**src/rtl/wb_pkg.sv**
```systemverilog
// Shared types and constants for the writeback sequencer: FSM state encoding,
// writeback source codes as decoded by the memToReg mux, and datapath widths.
package wb_pkg;

  localparam int SRC_W = 4;
  localparam int REG_W = 5;
  localparam int CNT_W = 8;

  typedef enum logic [1:0] {
    ST_IDLE,
    ST_WAIT,
    ST_WRITE
  } wb_state_e;

  localparam logic [SRC_W-1:0] SRC_ALU      = 4'd0;
  localparam logic [SRC_W-1:0] SRC_LOAD     = 4'd1;
  localparam logic [SRC_W-1:0] SRC_HI       = 4'd2;
  localparam logic [SRC_W-1:0] SRC_LO       = 4'd3;
  localparam logic [SRC_W-1:0] SRC_LUI      = 4'd4;
  localparam logic [SRC_W-1:0] SRC_PC8      = 4'd5;
  localparam logic [SRC_W-1:0] SRC_SLT      = 4'd6;
  localparam logic [SRC_W-1:0] SRC_SHIFT    = 4'd7;
  localparam logic [SRC_W-1:0] SRC_CONST227 = 4'd8;
  localparam logic [SRC_W-1:0] SRC_A        = 4'd9;
  localparam logic [SRC_W-1:0] SRC_B        = 4'd10;

  function automatic logic src_legal(input logic [SRC_W-1:0] src);
    return src <= SRC_B;
  endfunction

endpackage

```
**src/rtl/wb_src_ready.sv**
```systemverilog
// Combinational readiness decode for the captured writeback source:
// loads wait on LoadSize, HI/LO reads wait for the mult/div unit.
module wb_src_ready
  import wb_pkg::*;
(
  input  logic [SRC_W-1:0] src_i,
  input  logic             load_done_i,
  input  logic             hilo_busy_i,
  output logic             ready_o
);

  always_comb begin
    ready_o = 1'b1;
    unique case (src_i)
      SRC_LOAD:       ready_o = load_done_i;
      SRC_HI, SRC_LO: ready_o = !hilo_busy_i;
      default:        ready_o = 1'b1;
    endcase
  end

endmodule

```
**src/rtl/wb_sequencer.sv**
```systemverilog
// Writeback sequencer: accepts one request in IDLE, waits for its source, then
// pulses the register-file write. Optional WAIT timeout enabled by WB_TIMEOUT_EN.
module wb_sequencer
  import wb_pkg::*;
#(
  parameter int TIMEOUT_CYCLES = 255
) (
  input  logic             clk,
  input  logic             reset,
  input  logic             req_valid,
  output logic             req_ready,
  input  logic [SRC_W-1:0] req_src,
  input  logic [REG_W-1:0] req_rd,
  input  logic             load_done,
  input  logic             hilo_busy,
  input  logic             err_clr,
  output logic [SRC_W-1:0] mem_to_reg,
  output logic             reg_write,
  output logic [REG_W-1:0] wr_reg,
  output logic             busy,
  output logic             err_illegal,
  output logic             err_timeout
);

  wb_state_e        state_q, state_d;
  logic [SRC_W-1:0] src_q, src_d;
  logic [REG_W-1:0] rd_q, rd_d;
  logic             err_illegal_q, err_illegal_d;
  logic             err_timeout_q, err_timeout_d;
  logic             src_ready;
  logic             timeout_hit;

  wb_src_ready u_src_ready (
    .src_i       (src_q),
    .load_done_i (load_done),
    .hilo_busy_i (hilo_busy),
    .ready_o     (src_ready)
  );

`ifdef WB_TIMEOUT_EN
  logic [CNT_W-1:0] cnt_q, cnt_d, cnt_inc;
  logic             handshake;

  assign handshake = req_valid && req_ready;
  assign cnt_inc   = cnt_q + 1'b1;
  // A source that turns ready on the final count still gets its write.
  assign timeout_hit = (state_q == ST_WAIT) && !src_ready &&
                       (cnt_inc == CNT_W'(TIMEOUT_CYCLES));

  always_comb begin
    cnt_d = cnt_q;
    if (handshake) begin
      cnt_d = '0;
    end else if (state_q == ST_WAIT) begin
      cnt_d = cnt_inc;
    end
  end

  always_ff @(posedge clk or posedge reset) begin
    if (reset) begin
      cnt_q <= '0;
    end else begin
      cnt_q <= cnt_d;
    end
  end
`else
  assign timeout_hit = 1'b0;
`endif

  always_comb begin
    state_d       = state_q;
    src_d         = src_q;
    rd_d          = rd_q;
    err_illegal_d = err_illegal_q && !err_clr;
    err_timeout_d = err_timeout_q && !err_clr;
    unique case (state_q)
      ST_IDLE: begin
        if (req_valid) begin
          src_d = req_src;
          rd_d  = req_rd;
          if (src_legal(req_src)) begin
            state_d = ST_WAIT;
          end else begin
            err_illegal_d = 1'b1;
          end
        end
      end
      ST_WAIT: begin
        if (src_ready) begin
          state_d = ST_WRITE;
        end else if (timeout_hit) begin
          state_d       = ST_IDLE;
          err_timeout_d = 1'b1;
        end
      end
      ST_WRITE: state_d = ST_IDLE;
      default:  state_d = ST_IDLE;
    endcase
  end

  always_ff @(posedge clk or posedge reset) begin
    if (reset) begin
      state_q       <= ST_IDLE;
      src_q         <= '0;
      rd_q          <= '0;
      err_illegal_q <= 1'b0;
      err_timeout_q <= 1'b0;
    end else begin
      state_q       <= state_d;
      src_q         <= src_d;
      rd_q          <= rd_d;
      err_illegal_q <= err_illegal_d;
      err_timeout_q <= err_timeout_d;
    end
  end

  // Writes to r0 still walk through WRITE so latency stays uniform.
  assign req_ready   = (state_q == ST_IDLE);
  assign busy        = (state_q != ST_IDLE);
  assign reg_write   = (state_q == ST_WRITE) && (rd_q != '0);
  assign mem_to_reg  = src_q;
  assign wr_reg      = rd_q;
  assign err_illegal = err_illegal_q;
  assign err_timeout = err_timeout_q;

endmodule

```
**config.mk**
```make
export PLATFORM = sky130hd
export DESIGN_NAME = wb_sequencer
export DESIGN_NICKNAME = d
export VERILOG_FILES = /design/src/rtl/wb_pkg.sv /design/src/rtl/wb_src_ready.sv /design/src/rtl/wb_sequencer.sv
export SDC_FILE = /design/constraint.sdc
export NUM_CORES = 1
export LEC_CHECK = 0
export ABC_AREA = 1
export CORE_MARGIN = 1.5
export CORE_UTILIZATION = 41
export DETAILED_ROUTE_END_ITERATION = 10
export PLACE_DENSITY = 0.81
export SLEW_MARGIN = 5
export SYNTH_ARGS = -nofsm -noshare
export SYNTH_HDL_FRONTEND = slang
export SYNTH_SLANG_ARGS = --single-unit
export TNS_END_PERCENT = 100
```
**constraint.sdc**
```tcl
create_clock -name clk -period 2.1 [get_ports clk]
set_clock_uncertainty 0.2 [all_clocks]
set_input_delay 0.525 -clock clk [delete_from_list [all_inputs] [get_ports clk]]
set_output_delay 0.525 -clock clk [all_outputs]
set_load 0.03 [all_outputs]
```
After elaboration in Yosys (flattened, before gate mapping)
Cells that the tools add are included.
{"block": "totals", "ff_bits": 13, "input_bits": 15}
{"block": "classes", "order_cmp": 1, "n_eq_ne": 8, "muxes": 8, "reduce_logical": 11}
{"operator": "$eq 4x2->1 const B", "n": 2}
{"operator": "$mux 2", "n": 3}
{"operator": "$reduce_bool 5->1", "n": 1}
{"operator": "$eq 4x1->1 const B", "n": 1}
{"operator": "$le 4x4->1 const B", "n": 1}
{"operator": "$ne 2x2->1 const B", "n": 2}
{"operator": "$pmux 2 s2", "n": 1}
{"operator": "$logic_and 1x1->1", "n": 3}
{"operator": "$mux 1", "n": 3}
{"operator": "$reduce_and 3->1", "n": 1}
{"operator": "$eq 2x1->1 const B", "n": 1}
{"operator": "$eq 2x2->1 const B", "n": 1}
{"operator": "$logic_not 1->1", "n": 2}
{"operator": "$logic_not 2->1", "n": 1}
{"operator": "$ne 2x1->1 const B", "n": 1}
{"operator": "$pmux 1 s2", "n": 1}
{"operator": "$reduce_and 2->1", "n": 1}
{"operator": "$reduce_bool 2->1", "n": 1}
{"operator": "$reduce_or 2->1", "n": 1}

Logic depth before layout (Yosys ltp)
{"block": "logic_depth", "ltp_word": 5, "depth_mapped": 5}

Hierarchy
From an unflattened synthesis, not the netlist that was laid out.
{"block": "unflattened", "cells_unflattened": 76, "hier_area_um2": 599.3}
{"mod": "wb_sequencer", "instances": 1, "cells_per_inst": 67, "area_each_um2": 564.3, "seq_area_each_um2": 325.3}
{"mod": "wb_src_ready", "instances": 1, "cells_per_inst": 9, "area_each_um2": 35.0, "seq_area_each_um2": 0.0}

Least setup slack after synthesis
OpenSTA, ideal clock, no wires.
{"block": "synth_timing", "path_kind": "register to output", "start": "register rd_q[0], in the netlist wr_reg[0]", "end": "output port reg_write", "t_arrival_ps": 918, "required_ps": 1375, "slack_ps": 457, "path_stages_with_launch": 5, "n_path_buf": 0, "cell_sequence": "dfrtp_1 -> nor2_1 -> nand2_1 -> o21bai_1 -> inv_1"}
{"block": "synth_between", "elab_chain_len": 2}
{"element": "start: declaration", "line": "wb_sequencer.sv:27", "text": "logic [REG_W-1:0] rd_q, rd_d;"}
{"element": "start signal: assignment", "line": "wb_sequencer.sv:111", "text": "rd_q <= rd_d;"}
{"element": "$reduce_bool 5->1", "line": "wb_sequencer.sv:120", "text": "assign reg_write = (state_q == ST_WRITE) && (rd_q != '0);"}
{"element": "$logic_and 1x1->1", "line": "wb_sequencer.sv:120"}
{"element": "end: declaration", "line": "wb_sequencer.sv:18", "text": "output logic reg_write,"}
Every way passes these cells.

Worst setup path after layout
{"block": "layout_timing", "start": "register src_q[0], in the netlist mem_to_reg[0]", "end": "output port mem_to_reg[0]"}
{"element": "start: declaration", "line": "wb_sequencer.sv:26", "text": "logic [SRC_W-1:0] src_q, src_d;"}
{"element": "start signal: assignment", "line": "wb_sequencer.sv:110", "text": "src_q <= src_d;"}
{"element": "end: declaration", "line": "wb_sequencer.sv:17", "text": "output logic [SRC_W-1:0] mem_to_reg,"}
No word-level cell between the ends.

==> flow_summary.json <==
{
  "ys_warn_count": 0,
  "grt_max_degree": 14,
  "synth_common_cells": "sky130_fd_sc_hd__nand2_1, sky130_fd_sc_hd__dfrtp_1, sky130_fd_sc_hd__inv_1",
  "detail_routed_net_length_per_standard_cell_um": 9.92,
  "cts_tree": "yes",
  "critPathBufInv": 1,
  "critical_path_depth": 1,
  "rows": 13,
  "pre_cts_slack_ps": 60.8,
  "route.detailed.vias_per_inst": 4.55,
  "postLayoutSetupSlackWorst_ps": 45.2,
  "placed_cell_area_um2": 890,
  "yosysTopAreaCellShare": 0.547,
  "cp_data_required_time_ps": 1370,
  "p_clk_frac": 0.114,
  "port_buffers": 28,
  "post_route_cells_drive_above_1_share": 0.115,
  "seq_area_frac_synth": 0.547,
  "initial_antenna_violation_count": 0,
  "worst_setup_hold_path_clk_slew_ps": 70,
  "grt_usage": 0.177,
  "setup_repair_after_global_routing_missed_its_margin": "false",
  "final-setup-viol-count": 0,
  "critical_path_arrival_ps": 1330,
  "globalRouteOverflowTotal": 0,
  "postSynthRegisterBits": 13,
  "power.ir.vdd_worst_mv": 0.724,
  "critical_path.reg2reg.endpoint": "state_q[0]",
  "worst_path_max_delay_cell": "sky130_fd_sc_hd__clkdlybuf4s50_1",
  "netlist_instances": 72,
  "crit_type": "reg -> out",
  "reg2reg_from": "state_q[0]",
  "timing.critical_path.from_type": "register",
  "synthArstFlopShare": 1.00,
  "clock_sinks": 13,
  "timing.reg2reg.worst_path_depth": 6,
  "synth-edff-count": 0,
  "place.detailed.hpwl_um": 934,
  "power_switching_share": 0.459,
  "final_nets": 120,
  "final_cell_area_um2": 916,
  "post_syn_area_per_cell_um2": 8.25,
  "area_added_between_synthesis_and_finish_pct": 54.1,
  "mappedNetlistNets": 87,
  "synth_flop_cell": "sky130_fd_sc_hd__dfrtp_1",
  "power.combinational.fraction": 0.556,
  "post_synth_main_area_contributors": "sky130_fd_sc_hd__dfrtp_1, sky130_fd_sc_hd__nand2_1, sky130_fd_sc_hd__inv_1",
  "numCtsBuffers": 3,
  "vias_in_the_first_global_route": 490,
  "setup.worst_path.end_class": "output port",
  "syn_area_um2": 594,
  "chipWidth_um": 41.1,
  "die-height_um": 41.1,
  "worstPathMaxFanout": 3,
  "total_leakage_power_uw": 0.000513,
  "run_status": "completed",
  "ctsHtreeMaxLevel": 1,
  "timing_hold_violations_final": 0,
  "timing.final.crit_share": 0.978,
  "post-synth-top-area-cell": "sky130_fd_sc_hd__dfrtp_1",
  "clk_root_buffer_cell": "sky130_fd_sc_hd__clkbuf_4",
  "route.antenna.remaining_nets": 0,
  "setup_tns_ps": 0,
  "cell_by_cell_trace_of_the_critical_path": "clkdlybuf4s50_1",
  "fmaxAchievable_ghz": 0.487,
  "clk-insertion-delay-late_ps": 270,
  "maxSlewHeadroom": 0.679,
  "boundaryPins": 29,
  "cp-startpoint": "mem_to_reg[0]",
  "ys_types": 13,
  "gpl.final_weighted_congestion": 0.731,
  "start_util": 0.446,
  "hold_buffers": 0,
  "dieArea_mm2": 0.00169,
  "maxCapViolCount": 0,
  "core_area_mm2": 0.00133,
  "final_max_slew_viol_count": 0,
  "largest_reg_flops": 5,
  "kind_of_cell_with_the_highest_combined_delay_on_the_critical_path": "buffers and inverters",
  "intPower_uw": 713,
  "routed_wl_um": 1180,
  "drt_iter0_markers": 3,
  "critPathCapture": "mem_to_reg[0]",
  "share_of_total_power_in_sequential_cells": 0.329,
  "worst-r2r-setup-slack_ps": 770,
  "pwr_density_cell_mw_per_mm2": 1440,
  "timing.critical_path.slowest_cell_delay_ps": 680,
  "cts_buffer_depth": 2,
  "netSwitchingPower_uw": 605,
  "grt_first_pass_wirelength_um": 1860,
  "tightestPinTransition_ps": 482,
  "post-route-min-period_ps": 2050,
  "antenna-diode-count": 0,
  "synth_most_common_cell": "sky130_fd_sc_hd__nand2_1",
  "detail_route.first_pass.iterations": 4,
  "detail_route.drc_violations": 0,
  "vias": 541,
  "hold_path.class": "reg -> reg"
}
==> layout by cell type, fill, tap and decap left out, drive strengths merged, types with 2 or more instances in the layout <==
cell type,netlist,routed
nand2,33,33
clkdlybuf4s50,0,21
dfrtp,13,13
inv,11,11
nor2,8,8
clkbuf,0,6
dlymetal6s2s,0,4
o21ai,2,2
==> cell families (layout without fill, tap and decap cells) <==
logic type | count (synthesis) | in the layout | synth area share
compound gates | 5 | 5 | 0.0716
simple gates | 42 | 42 | 0.293
buf+inv | 12 | 44 | 0.0884
flops | 13 | 13 | 0.547
==> worst min path at each step <==
stage,start,end,depth (start not counted)
final,err_timeout,err_timeout,2
after global routing,err_timeout,err_timeout,2
after CTS,err_timeout,err_timeout,2
after global placement,err_timeout,err_timeout,2
after floorplan,reset,err_illegal,1
after detailed placement,err_timeout,err_timeout,2
==> repair_timing <==
| item | CTS | global route |
|---|---|---|
| pin swaps | 0 | 0 |
| setup endpoints to repair | 3 | 7 |
| buffers inserted | 0 | 0 |
| resized for setup | 3 | 9 |
==> area by class of cell <==
| class | count | area [um^2] |
|---|---|---|
| inverter | 11 | 41.3 |
| tap | 15 | 18.8 |
| multi-input combinational | 47 | 216 |
| sequential | 13 | 325 |
| timing repair buffer | 29 | 288 |
| fill | 116 | 418 |
| clock buffer | 4 | 26.3 |
==> per-stage QoR <==
stage | power, uW | cells | hold WS, ps | utilization
final | 1320 | 119 | 295 | 0.687
after global routing | 1410 | 119 | 334 | 0.687
after CTS | 1340 | 119 | 298 | 0.684
after detailed placement | 1210 | 115 | 286 | 0.667
after global placement | 1200 | 115 | 281 | 0.667
after floorplan | 899 | 72 | 202 | -
==> power by group through the flow <==
stage | clock network, uW | registers (uW) | logic [uW]
floorplan | 0 | 609 | 291
global route | 169 | 449 | 793
detailed placement | 0 | 439 | 772
CTS | 154 | 435 | 751
global placement | 0 | 435 | 761
finish | 151 | 434 | 733
==> per-layer routing <==
layer	GRT usage	vias up	share of wire
li1	-	276	-
met1	0.182	239	0.42
met2	0.305	24	0.48
met3	0.0652	2	0.081
met4	0.100	0	0.017
met5	0	-	0
Power figures use the tool's default switching activity.
